==> config.mk <==
export PLATFORM = sky130hd
export DESIGN_NAME = fight_match_ctrl
export DESIGN_NICKNAME = d
export VERILOG_FILES = /design/src/rtl/fight_pkg.sv /design/src/rtl/fight_tick_gen.sv /design/src/rtl/fight_match_ctrl.sv
export SDC_FILE = /design/constraint.sdc
export NUM_CORES = 1
export LEC_CHECK = 0
export CAP_MARGIN = 15
export CORE_ASPECT_RATIO = 0.9
export CORE_UTILIZATION = 56
export DETAILED_ROUTE_END_ITERATION = 8
export PLACE_DENSITY = 0.87
export RECOVER_POWER = 25
export SYNTH_ARGS = -nofsm -noshare
export SYNTH_HDL_FRONTEND = slang
export SYNTH_SLANG_ARGS = --single-unit
==> constraint.sdc <==
create_clock -name clk -period 2.7 [get_ports clk]
set_clock_uncertainty 0.2 [all_clocks]
set_input_delay 0.405 -clock clk [delete_from_list [all_inputs] [get_ports clk]]
set_output_delay 0.405 -clock clk [all_outputs]
set_load 0.01 [all_outputs]
==> src/rtl/fight_pkg.sv <==
// Shared encodings for the fighting-game match sequencer: FSM states, winner codes,
// player action codes and small scoring helpers.
package fight_pkg;

  localparam int unsigned STATE_W = 3;
  localparam int unsigned WIN_W   = 2;

  typedef enum logic [STATE_W-1:0] {
    ST_IDLE      = 3'd0,
    ST_INIT      = 3'd1,
    ST_COUNTDOWN = 3'd2,
    ST_FIGHT     = 3'd3,
    ST_ROUND_END = 3'd4,
    ST_MATCH_END = 3'd5
  } state_e;

  localparam logic [WIN_W-1:0] WIN_NONE = 2'b00;
  localparam logic [WIN_W-1:0] WIN_P1   = 2'b01;
  localparam logic [WIN_W-1:0] WIN_P2   = 2'b10;
  localparam logic [WIN_W-1:0] WIN_DRAW = 2'b11;

  typedef enum logic [2:0] {
    KICK  = 3'd0,
    PUNCH = 3'd1,
    SABR  = 3'd2,
    JUMP  = 3'd3,
    LEFT  = 3'd4,
    RIGHT = 3'd5
  } action_e;

  // Knock-out outcome wins over the lives comparison used on timeout.
  function automatic logic [WIN_W-1:0] round_result(input logic l1_zero, input logic l2_zero,
                                                    input logic p1_more, input logic p2_more);
    logic [WIN_W-1:0] res;
    if (l1_zero && l2_zero)  res = WIN_DRAW;
    else if (l1_zero)        res = WIN_P2;
    else if (l2_zero)        res = WIN_P1;
    else if (p1_more)        res = WIN_P1;
    else if (p2_more)        res = WIN_P2;
    else                     res = WIN_DRAW;
    return res;
  endfunction

  function automatic logic [WIN_W-1:0] sat_inc(input logic [WIN_W-1:0] w);
    return (w == '1) ? w : w + WIN_W'(1);
  endfunction

endpackage

==> src/rtl/fight_tick_gen.sv <==
// Game-tick divider: counts 0..TICK_DIV-1 while running and pulses on the last count.
module fight_tick_gen #(
  parameter int unsigned TICK_DIV = 50_000_000
) (
  input  logic clk,
  input  logic reset,
  input  logic clear,
  input  logic run,
  output logic tick
);

  localparam int unsigned CW = (TICK_DIV > 1) ? $clog2(TICK_DIV) : 1;
  localparam logic [CW-1:0] LAST = CW'(TICK_DIV - 1);

  logic [CW-1:0] cnt_q, cnt_d;

  always_comb begin
    cnt_d = cnt_q;
    if (clear)    cnt_d = '0;
    else if (run) cnt_d = (cnt_q == LAST) ? '0 : cnt_q + CW'(1);
  end

  always_ff @(posedge clk) begin
    if (reset) cnt_q <= '0;
    else       cnt_q <= cnt_d;
  end

  assign tick = run && (cnt_q == LAST);

endmodule

==> src/rtl/fight_match_ctrl.sv <==
// Match sequencer: countdown -> fight -> round end, round scoring and match winner.
// Define FIGHT_PAUSE_EN to build the in-fight pause (freezes timer, drops control).
module fight_match_ctrl
  import fight_pkg::*;
#(
  parameter int unsigned TICK_DIV        = 50_000_000,
  parameter int unsigned COUNTDOWN_TICKS = 3,
  parameter int unsigned ROUND_TICKS     = 60,
  parameter int unsigned HOLD_TICKS      = 2,
  parameter int unsigned ROUNDS_TO_WIN   = 2,
  parameter int unsigned MAX_ROUNDS      = 5,
  parameter int unsigned LIVES_W         = 3
) (
  input  logic               clk,
  input  logic               reset,
  input  logic               start,
  input  logic               pause,
  input  logic [LIVES_W-1:0] lives1,
  input  logic [LIVES_W-1:0] lives2,
  output logic               core_init,
  output logic               control,
  output logic [6:0]         round_time,
  output logic [1:0]         wins1,
  output logic [1:0]         wins2,
  output logic [1:0]         winner,
  output logic               match_done,
  output logic [2:0]         state
);

  localparam int unsigned RT_W  = 7;
  localparam int unsigned PH_W  = 3;
  localparam int unsigned RND_W = 3;

  state_e state_q, state_d;

  logic tick, run_c, clear_c, pause_c, freeze_c;
  logic ko_c, timeout_c, match_over_c;
  logic [WIN_W-1:0] result_c;

  logic [PH_W-1:0]  phase_q, phase_d;
  logic [RND_W-1:0] round_q, round_d;
  logic [RT_W-1:0]  round_time_q, round_time_d;
  logic [WIN_W-1:0] wins1_q, wins1_d, wins2_q, wins2_d, winner_q, winner_d;
  logic core_init_q, core_init_d, control_q, control_d, match_done_q, match_done_d;

`ifdef FIGHT_PAUSE_EN
  assign pause_c = pause;
`else
  logic unused_pause;
  assign unused_pause = pause;
  assign pause_c      = 1'b0;
`endif

  assign freeze_c     = pause_c && (state_q == ST_FIGHT);
  assign run_c        = ((state_q == ST_COUNTDOWN) || (state_q == ST_FIGHT) ||
                         (state_q == ST_ROUND_END)) && !freeze_c;
  assign clear_c      = (state_d != state_q);
  assign ko_c         = (lives1 == '0) || (lives2 == '0);
  assign timeout_c    = tick && (round_time_q == RT_W'(1));
  assign result_c     = round_result(lives1 == '0, lives2 == '0, lives1 > lives2, lives2 > lives1);
  assign match_over_c = (wins1_q == WIN_W'(ROUNDS_TO_WIN)) || (wins2_q == WIN_W'(ROUNDS_TO_WIN)) ||
                        (round_q == RND_W'(MAX_ROUNDS));

  fight_tick_gen #(.TICK_DIV(TICK_DIV)) u_tick (
    .clk   (clk),
    .reset (reset),
    .clear (clear_c),
    .run   (run_c),
    .tick  (tick)
  );

  always_ff @(posedge clk) begin
    if (reset) state_q <= ST_IDLE;
    else       state_q <= state_d;
  end

  always_comb begin
    state_d = state_q;
    unique case (state_q)
      ST_IDLE:      if (start) state_d = ST_INIT;
      ST_INIT:      state_d = ST_COUNTDOWN;
      ST_COUNTDOWN: if (tick && (phase_q == PH_W'(1))) state_d = ST_FIGHT;
      ST_FIGHT:     if (ko_c || timeout_c) state_d = ST_ROUND_END;
      ST_ROUND_END: if (tick && (phase_q == PH_W'(1)))
                      state_d = match_over_c ? ST_MATCH_END : ST_INIT;
      ST_MATCH_END: if (start) state_d = ST_INIT;
      default:      state_d = ST_IDLE;
    endcase
  end

  // Datapath and registered outputs, all keyed off the current/next state.
  always_comb begin
    phase_d      = phase_q;
    round_d      = round_q;
    round_time_d = round_time_q;
    wins1_d      = wins1_q;
    wins2_d      = wins2_q;
    winner_d     = winner_q;

    if (((state_q == ST_IDLE) || (state_q == ST_MATCH_END)) && start) begin
      round_d  = '0;
      wins1_d  = '0;
      wins2_d  = '0;
      winner_d = WIN_NONE;
    end
    if (state_q == ST_INIT) begin
      round_d = round_q + RND_W'(1);
      phase_d = PH_W'(COUNTDOWN_TICKS);
    end
    if (tick && ((state_q == ST_COUNTDOWN) || (state_q == ST_ROUND_END)))
      phase_d = phase_q - PH_W'(1);
    if ((state_q == ST_COUNTDOWN) && (state_d == ST_FIGHT))
      round_time_d = RT_W'(ROUND_TICKS);
    if (state_q == ST_FIGHT) begin
      if (tick) round_time_d = round_time_q - RT_W'(1);
      if (state_d == ST_ROUND_END) begin
        phase_d = PH_W'(HOLD_TICKS);
        if (result_c == WIN_P1) wins1_d = sat_inc(wins1_q);
        if (result_c == WIN_P2) wins2_d = sat_inc(wins2_q);
      end
    end
    if ((state_q == ST_ROUND_END) && (state_d == ST_MATCH_END)) begin
      if (wins1_q > wins2_q)      winner_d = WIN_P1;
      else if (wins2_q > wins1_q) winner_d = WIN_P2;
      else                        winner_d = WIN_DRAW;
    end

    core_init_d  = (state_d == ST_INIT);
    control_d    = (state_d == ST_FIGHT) && !pause_c;
    match_done_d = (state_d == ST_MATCH_END);
  end

  always_ff @(posedge clk) begin
    if (reset) begin
      phase_q      <= '0;
      round_q      <= '0;
      round_time_q <= '0;
      wins1_q      <= '0;
      wins2_q      <= '0;
      winner_q     <= WIN_NONE;
      core_init_q  <= 1'b0;
      control_q    <= 1'b0;
      match_done_q <= 1'b0;
    end else begin
      phase_q      <= phase_d;
      round_q      <= round_d;
      round_time_q <= round_time_d;
      wins1_q      <= wins1_d;
      wins2_q      <= wins2_d;
      winner_q     <= winner_d;
      core_init_q  <= core_init_d;
      control_q    <= control_d;
      match_done_q <= match_done_d;
    end
  end

  assign core_init  = core_init_q;
  assign control    = control_q;
  assign round_time = round_time_q;
  assign wins1      = wins1_q;
  assign wins2      = wins2_q;
  assign winner     = winner_q;
  assign match_done = match_done_q;
  assign state      = 3'(state_q);

endmodule

After elaboration in Yosys (flattened, before gate mapping)

Index checks and enable logic that the tools add are counted.

Add/sub/neg operators: 6
$lt $le $gt $ge: 4
Eq/ne operators: 22
Mux-type cells: 35
Reductions and logical operators: 23

Operator list:

| operator                | number |
|---|---|
| $mux W2                 | 17 |
| $mux W3                 | 11 |
| $add A26 B1 Y26 const B | 1 |
| $eq A26 B26 Y1 const B  | 1 |
| $mux W26                | 1 |
| $mux W7                 | 3 |
| $eq A3 B3 Y1 const B    | 5 |
| $pmux W3 S5             | 1 |
| $eq A2 B2 Y1 const B    | 5 |
| $eq A3 B1 Y1 const B    | 3 |
| $eq A3 B2 Y1 const B    | 3 |
| $logic_not A3 Y1        | 3 |
| $logic_and A1 B1 Y1     | 8 |
| $logic_or A1 B1 Y1      | 8 |
| $ne A4 B4 Y1 const B    | 2 |
| $eq A7 B1 Y1 const B    | 1 |
| $sub A7 B1 Y7 const B   | 1 |
| $gt A3 B3 Y1            | 2 |
| $add A2 B1 Y2 const B   | 2 |
| $gt A2 B2 Y1            | 2 |
| $reduce_bool A2 Y1      | 2 |
| $reduce_or A2 Y1        | 2 |
| $add A3 B1 Y3 const B   | 1 |
| $ne A3 B3 Y1            | 1 |
| 3 further kinds         | 4 |

Register bits: 51
Bits of input ports: 10
Logic and storage cells: 101

Depth between registers and ports, before layout

Gate-level depths: netlist (run 1).

Depth in word-level cells: 13
Depth in mapped cells: 9

Hierarchy

A second synthesis (run 1) with hierarchy kept.

Cell total of the unflattened synthesis: 345
Area, all modules: 2935.3 um2

By module, submodules not included:

| module           | times used | cells each | area each (um2) | sequential area each (um2) |
|---|---|---|---|---|
| fight_match_ctrl | 1          | 184        | 1596.5          | 500.5 |
| fight_tick_gen   | 1          | 161        | 1338.8          | 520.5 |

Worst setup path after synthesis (run 1)

No wires, ideal clock.

Path type: register -> register
Start: reg state_q[2] (netlist: state[2])
End: reg u_tick.cnt_q[15]
Setup time: 0.117 ns
Arrival time: 1.960 ns
Data required time: 2.383 ns
Setup slack: 0.422 ns
Cell stages (with the launch flop): 8
Buffers on the path: 1
Period minus slack after synthesis: 2.278 ns
Cell sequence: dfxtp_1 or3b_2 a21oi_2 and4_2 clkbuf_1 and4_1 xnor2_1 nor2_1

Longest elaborated chain between the ends: 10

Ends and longest elaborated chain:

| what                              | line                                           | source |
|---|---|---|
| start, declared                   | fight_match_ctrl.sv:34                         | `state_e state_q, state_d;` |
| start signal, assigned            | fight_match_ctrl.sv:74                         | `else state_q <= state_d;` |
| $eq A3 B2 Y1                      | fight_match_ctrl.sv:55, fight_match_ctrl.sv:79 |  |
| $logic_or A1 B1 Y1 (2 in a row)   | fight_match_ctrl.sv:55                         | `assign run_c = ((state_q == ST_COUNTDOWN) \|\| (state_q == ST_FIGHT) \|\|` |
| $logic_and A1 B1 Y1               | fight_tick_gen.sv:28                           | `assign tick = run && (cnt_q == LAST);` |
| $logic_and A1 B1 Y1               | fight_match_ctrl.sv:59                         | `assign timeout_c = tick && (round_time_q == RT_W'(1));` |
| $logic_or A1 B1 Y1                | fight_match_ctrl.sv:83                         | `ST_FIGHT: if (ko_c \|\| timeout_c) state_d = ST_ROUND_END;` |
| $mux W3                           | fight_match_ctrl.sv:83                         |  |
| $pmux W3 S5                       | fight_match_ctrl.sv:79                         | `unique case (state_q)` |
| $ne A3 B3 Y1                      | fight_match_ctrl.sv:57                         | `assign clear_c = (state_d != state_q);` |
| $reduce_or A2 Y1 (no source line) | -                                              |  |
| end signal, assigned              | fight_tick_gen.sv:25                           | `else cnt_q <= cnt_d;` |
| end, declared                     | fight_tick_gen.sv:15                           | `logic [CW-1:0] cnt_q, cnt_d;` |

Several ways; a longest one is shown, not always the timed one.
A chain may end at the register's enable or synchronous reset.

Worst setup path after layout (run 1)

Start: reg u_tick.cnt_q[0]
End: reg round_time_q[2] (netlist: round_time[2])

Longest elaborated chain between the ends: 11

Ends and longest elaborated chain:

| what                  | line                    | source |
|---|---|---|
| $eq A26 B26 Y1 *      | fight_tick_gen.sv:28    |  |
| $logic_and A1 B1 Y1 * | fight_tick_gen.sv:28    |  |
| $logic_and A1 B1 Y1   | fight_match_ctrl.sv:59  |  |
| $logic_or A1 B1 Y1    | fight_match_ctrl.sv:83  |  |
| $mux W3               | fight_match_ctrl.sv:83  |  |
| $pmux W3 S5           | fight_match_ctrl.sv:79  |  |
| $eq A3 B2 Y1          | fight_match_ctrl.sv:112 | `if ((state_q == ST_COUNTDOWN) && (state_d == ST_FIGHT))` |
| $logic_and A1 B1 Y1   | fight_match_ctrl.sv:112 |  |
| $mux W7               | fight_match_ctrl.sv:112 |  |
| $mux W7               | fight_match_ctrl.sv:115 | `if (tick) round_time_d = round_time_q - RT_W'(1);` |
| $mux W7 *             | fight_match_ctrl.sv:114 | `if (state_q == ST_FIGHT) begin` |
| end signal, assigned  | fight_match_ctrl.sv:147 | `round_time_q <= round_time_d;` |
| end, declared         | fight_match_ctrl.sv:42  | `logic [RT_W-1:0] round_time_q, round_time_d;` |

Every way passes the cells marked *; elsewhere a longest branch is shown, timed or not.

==> metrics.csv, run 1 <==
metric,value,unit
outcome,"finished, final reports clean",
Post-synth EDFFs,0,
Lkg Pwr,1.176,nW
warnings from Yosys,0,
GP Congestion,0.8742,
Switching Fraction,25.13,%
max-cap violation count,0,
most frequent cell after synthesis,dfxtp_1,
"Reg clk slew, reported paths",0.09,ns
WL final,5.878,mm
combinational power share,11.0,%
global-route wire length before repair,9.991,mm
Pwr Density,414.1,nW/µm²
initial antenna violation count,0,
Crit. End Element,register,
"area leader, netlist",dfxtp_1,
drt first pass iters,4,
syn nets,357,
asr flop ratio synth,0,%
max-slew violations,0,
R2R Setup Slk,0.12,ns
total CTS buffers,5,
num rows,23,
Die Y,68.51,µm
Max stage delay on crit path,0.57,ns
vias in the first global route,2233,
buffers plus inverters on the worst setup path,0,
top post-synthesis cells by area,"dfxtp_1, ha_1, nor2_1, xor2_1, xnor2_1",
global route total overflow,0,
crit path DAT,2.59,ns
RSZ-0062 raised after global routing,yes,
crit share post-route,95.38,%
largest net degree at the start of global routing,16,
Peak VDD IR,310.0,µV
vias per cell,5.602,
syn_area_per_cell,8.316,µm²
f_max,388.3,MHz
Yosys cell types,54,
DIE AREA,5200,µm²
fraction of layout cells with a size suffix above 1,8.696,%
Port-buffer cells,27,
sequential-to-total area share from yosys stat,37.09,%
Starting DRT DRC Count,165,
Worst Tran Pin Value,0.6354,ns
sw power,0.0003369,W
Crit path required time,2.71,ns
Layout Nets,393,
Hold Path Class,reg -> reg,
Antenna diodes,0,
CP top delay family,simple AND/OR/NAND/NOR gates,
Max Root-Sink Buffers,2,
Setup Viol. Count Final,0,
Die Width,75.90,µm
Final Util,70.74,%
internal power,0.001003,W
clk_lat worst skew,0.30,ns
reg2reg path depth,7,
Setup Total Neg Slack,0,ns
via count,2409,
clock sink count,51,
top cell type's share of synthesized area,37.09,%
fill count,355,
CTS H-Tree Depth,2,
antenna-violating nets left,0,
starting density of the core,60.16,%
Crit Path Max Fanout,9,
Synth Instances,331,
Core ar.,4576,µm²
DP Wirelength,4.208,mm
Synth Flop Type,dfxtp_1,
hold path start,winner[0],
number of synthesized register bits,51,
Worst Setup Path Type,reg -> reg,
Slew headroom,57.53,%
Worst Setup Start Kind,register,
Worst R2R Start,u_tick.cnt_q[0],
CTS tree,yes,
clock power share,31.5,%
area grow syn2layout,17.59,%
Sequential Power Share,57.5,%
hold path cells,2,
"Min Clock Period, post-route",2.575,ns
CP max-delay cell,or3_1,
Crit path depth,7,
final hold violations,0,
cell-by-cell trace of the critical path,ha_1 > and2_1 > nand4_1 > or3_1 > nor4_2 > a211oi_1 > a311oi_1,
Netlist Area Pre-Place,2753,µm²
WL/cell,13.67,µm
Synth top cells by count,"dfxtp_1, nor2_1, nand2_1",
Top-Level Pins,29,
CP startpoint,u_tick.cnt_q[0],
Clock Root Buffer,clkbuf_8,
hold_buf cts,0,
GRT Total Usage,24.10,%
Post-route DRC,0,
state kept, by name, indices dropped and copies added, names as in the netlist, 2 cells and up:
register / count
u_tick.cnt_q: 26
round_time: 7
phase_q: 3
round_q: 3
state: 3
winner: 2
wins1: 2
wins2: 2
worst paths after layout:
kind,endpoint
max,round_time[2]
min,winner[0]
max reg2reg,round_time[2]
min reg2reg,winner[0]
what timing repair did:
item,4_1_cts,5_1_grt
gates resized for setup,0,2
setup endpoints to repair,0,4
endpoints found under the hold margin,0,0
buffers inserted,0,0
worst reg2reg max path, cell delays in order (launching register included):
cell and delay (ns):
dfxtp_1 0.40, ha_1 0.18, and2_1 0.15, nand4_1 0.17, or3_1 0.57, nor4_2 0.44, a211oi_1 0.11, a311oi_1 0.27
area by class of cell:
type	count	area (µm²)	share of cell area, %
multi-input cells	254	1637	50.56
clock buffers	6	72.57	2.242
repair buffers	38	352.8	10.90
clock inverters	2	12.51	0.3865
flip-flops and latches	51	1021	31.54
inverters	17	63.81	1.971
well taps	62	77.57	2.397
placed cells by master, fill, tap and decap left out, types with 13 or more instances in the layout:
master and instances:
a21oi_1 20, xor2_1 15, dfxtp_1 51, nor2_1 46, xnor2_1 13, nand3_1 21, ha_1 16, dlygate4sd3_1 15
nor3_1 13, inv_1 17, nand2_1 27
cell families (layout without fill, tap and decap cells):
kind of cell               Yosys count  in the layout  share of synthesized area [%]
DFF                                 51             51                          37.09
AOI/OAI and AO/OA                   52             52                          12.05
muxes                                2              2                         0.7273
adders and majority gates           16             16                          7.273
xor gates and xnor gates            28             28                          8.909
buffers and inverters               26             63                          3.682
and+or+nand+nor                    156            156                          30.27
power by group through the flow:
stage	sequential, W	combinational (W)	clock [W]
detailed placement	0.000787	0.000145	0
global placement	0.000788	0.000142	0
CTS	0.000770	0.000146	0.000432
finish	0.000770	0.000147	0.000423
global route	0.000772	0.000165	0.000465
floorplan	0.000788	0.0000903	0
per-layer routing:
layer | vias up | part of all wire (%) | GRT usage (%)
met5 | - | 0 | 0
met4 | 0 | 0.75 | 5.288
met3 | 4 | 4.7 | 5.658
met2 | 58 | 46 | 42.27
met1 | 1123 | 48 | 30.79
li1 | 1224 | - | -
through the flow:
| stage | total power [W] | hold WS (ns) | instances | setup WS, ns | cell area, µm² |
|---|---|---|---|---|---|
| final | 0.001340 | 0.2472 | 430 | 0.1246 | 3237 |
| after global routing | 0.001401 | 0.2728 | 430 | 0.001609 | 3237 |
| after CTS | 0.001348 | 0.2575 | 430 | 0.1447 | 3231 |
| after detailed placement | 0.0009325 | 0.2448 | 422 | 0.1046 | 3146 |
| after global placement | 0.0009293 | 0.2378 | 422 | 0.1397 | 3146 |
| after floorplan | 0.0008783 | 0.2429 | 331 | 0.4224 | 2753 |
No activity file was read; power rests on OpenSTA's default activity.
==> run 2, diff against run 1 <==
- SLEW_MARGIN: default -> 0
==> results of run 2 <==
No change in the layout: final DEF, timing and power equal those of run 1.
==> run 3, diff against run 2 <==
- CORE_ASPECT_RATIO: 0.9 -> default
==> metrics.csv, run 3 (same netlist as run 1, synthesis figures left out) <==
metric,value,unit
Setup Total Neg Slack,0,ns
sw power,0.0003623,W
clk_lat worst skew,0.31,ns
Peak VDD IR,373.1,µV
Max Root-Sink Buffers,2,
Die Width,72.11,µm
Lkg Pwr,1.201,nW
Layout Nets,396,
Pwr Density,445.8,nW/µm²
global route total overflow,0,
fraction of layout cells with a size suffix above 1,9.164,%
largest net degree at the start of global routing,18,
CP max-delay cell,or3_1,
final worst setup slack,0.1152,ns
Crit. End Element,register,
clock sink count,51,
max-cap violation count,0,
total CTS buffers,5,
Switching Fraction,24.72,%
Setup Viol. Count Final,0,
crit path DAT,2.63,ns
Worst Setup Path Type,reg -> reg,
Max stage delay on crit path,0.57,ns
CTS tree,yes,
Die Y,72.11,µm
Post-route DRC,0,
Starting DRT DRC Count,157,
Sequential Power Share,52.5,%
CTS-repair resized insts,0,
vias per cell,5.639,
outcome,"finished, final reports clean",
final hold violations,0,
initial antenna violation count,0,
hold_buf cts,0,
area grow syn2layout,19.41,%
Top-Level Pins,29,
Antenna diodes,0,
max-slew violations,0,
drt first pass iters,4,
buffers plus inverters on the worst setup path,0,
"Min Clock Period, post-route",2.585,ns
max reg flops,26,
internal power,0.001103,W
clock power share,37.4,%
DIE AREA,5200,µm²
Core ar.,4723,µm²
Hold Path Class,reg -> reg,
Slew headroom,46.26,%
antenna-violating nets left,0,
WL final,6.012,mm
CTS H-Tree Depth,2,
RSZ-0062 raised after global routing,no,
GP Congestion,0.9205,
Worst Setup Start Kind,register,
f_max,386.9,MHz
Worst Tran Pin Value,0.7858,ns
CP top delay family,simple AND/OR/NAND/NOR gates,
DP Wirelength,4.367,mm
non-filler cells in the finished layout,438,
Crit Path Max Fanout,9,
crit share post-route,95.73,%
"Most flops, register",u_tick.cnt_q,
combinational power share,10.2,%
WL/cell,13.73,µm
vias in the first global route,2318,
"Reg clk slew, reported paths",0.10,ns
Clock Root Buffer,clkbuf_8,
num rows,25,
Inst Count DP,430,
starting density of the core,58.28,%
"Setup Fix Bufs, Post-CTS",0,
cell-by-cell trace of the critical path,ha_1 > and2_1 > nand4_1 > or3_1 > o21a_1 > nor4_4 > mux2i_1,
via count,2470,
GRT Total Usage,23.76,%
"most common cell after layout, fill and taps aside",dfxtp_1,
global-route wire length before repair,9.860,mm
most frequent cells in the layout,"dfxtp_1, nor2_1, nand2_1",
dpl ws,0.1537,ns
Crit path required time,2.75,ns
Port-buffer cells,27,
run 3: layer usage:
layer / wire length (µm) / global-route usage (%) / up-vias
met5: 0 / 0 / -
met4: 46 / 7.843 / 0
met3: 285 / 4.861 / 4
met2: 2953 / 41.64 / 69
met1: 2726 / 29.03 / 1172
li1: - / - / 1225
run 3: through the flow:
step                      total power [W]  area (µm²)  util, %  hold slack (ns)
after floorplan                 0.0008783        2753        -           0.2429
after global placement          0.0009303        3174    67.21           0.2375
after detailed placement        0.0009348        3174    67.21           0.2485
after CTS                        0.001472        3291    69.67           0.2618
after global routing             0.001518        3287    69.59           0.2795
final                            0.001465        3287    69.59           0.2526
run 3: power groups by stage:
stage | Sequential [W] | Combinational, W | Clock (W)
2_1_floorplan | 0.000788 | 0.0000903 | 0
3_3_place_gp | 0.000786 | 0.000144 | 0
3_5_place_dp | 0.000786 | 0.000149 | 0
4_1_cts | 0.000769 | 0.000150 | 0.000553
5_1_grt | 0.000770 | 0.000165 | 0.000583
6_report | 0.000769 | 0.000149 | 0.000548
run 3: path summary, 6_finish.rpt:
check / startpoint / end / slack (ns) / cells after the start
worst max-delay path: u_tick.cnt_q[0] / wins1[0] / 0.12 / 7
worst min-delay path: winner[1] / winner[1] / 0.25 / 2
worst max register to register: u_tick.cnt_q[0] / wins1[0] / 0.12 / 7
worst min register to register: winner[1] / winner[1] / 0.25 / 2
run 3: layout make-up:
class / instances / area, µm²
clock buffer: 5 / 68.82
clock inverter: 3 / 47.55
fill: 378 / 1436
inverter: 17 / 63.81
multi-input combinational: 254 / 1630
sequential: 51 / 1021
tap: 67 / 83.83
timing repair buffer: 41 / 371.6
run 3: worst reg2reg max path: stages (launching register included):
cell and delay (ns):
dfxtp_1 0.39, ha_1 0.17, and2_1 0.16, nand4_1 0.20, or3_1 0.58, o21a_1 0.33, nor4_4 0.30, mux2i_1 0.21
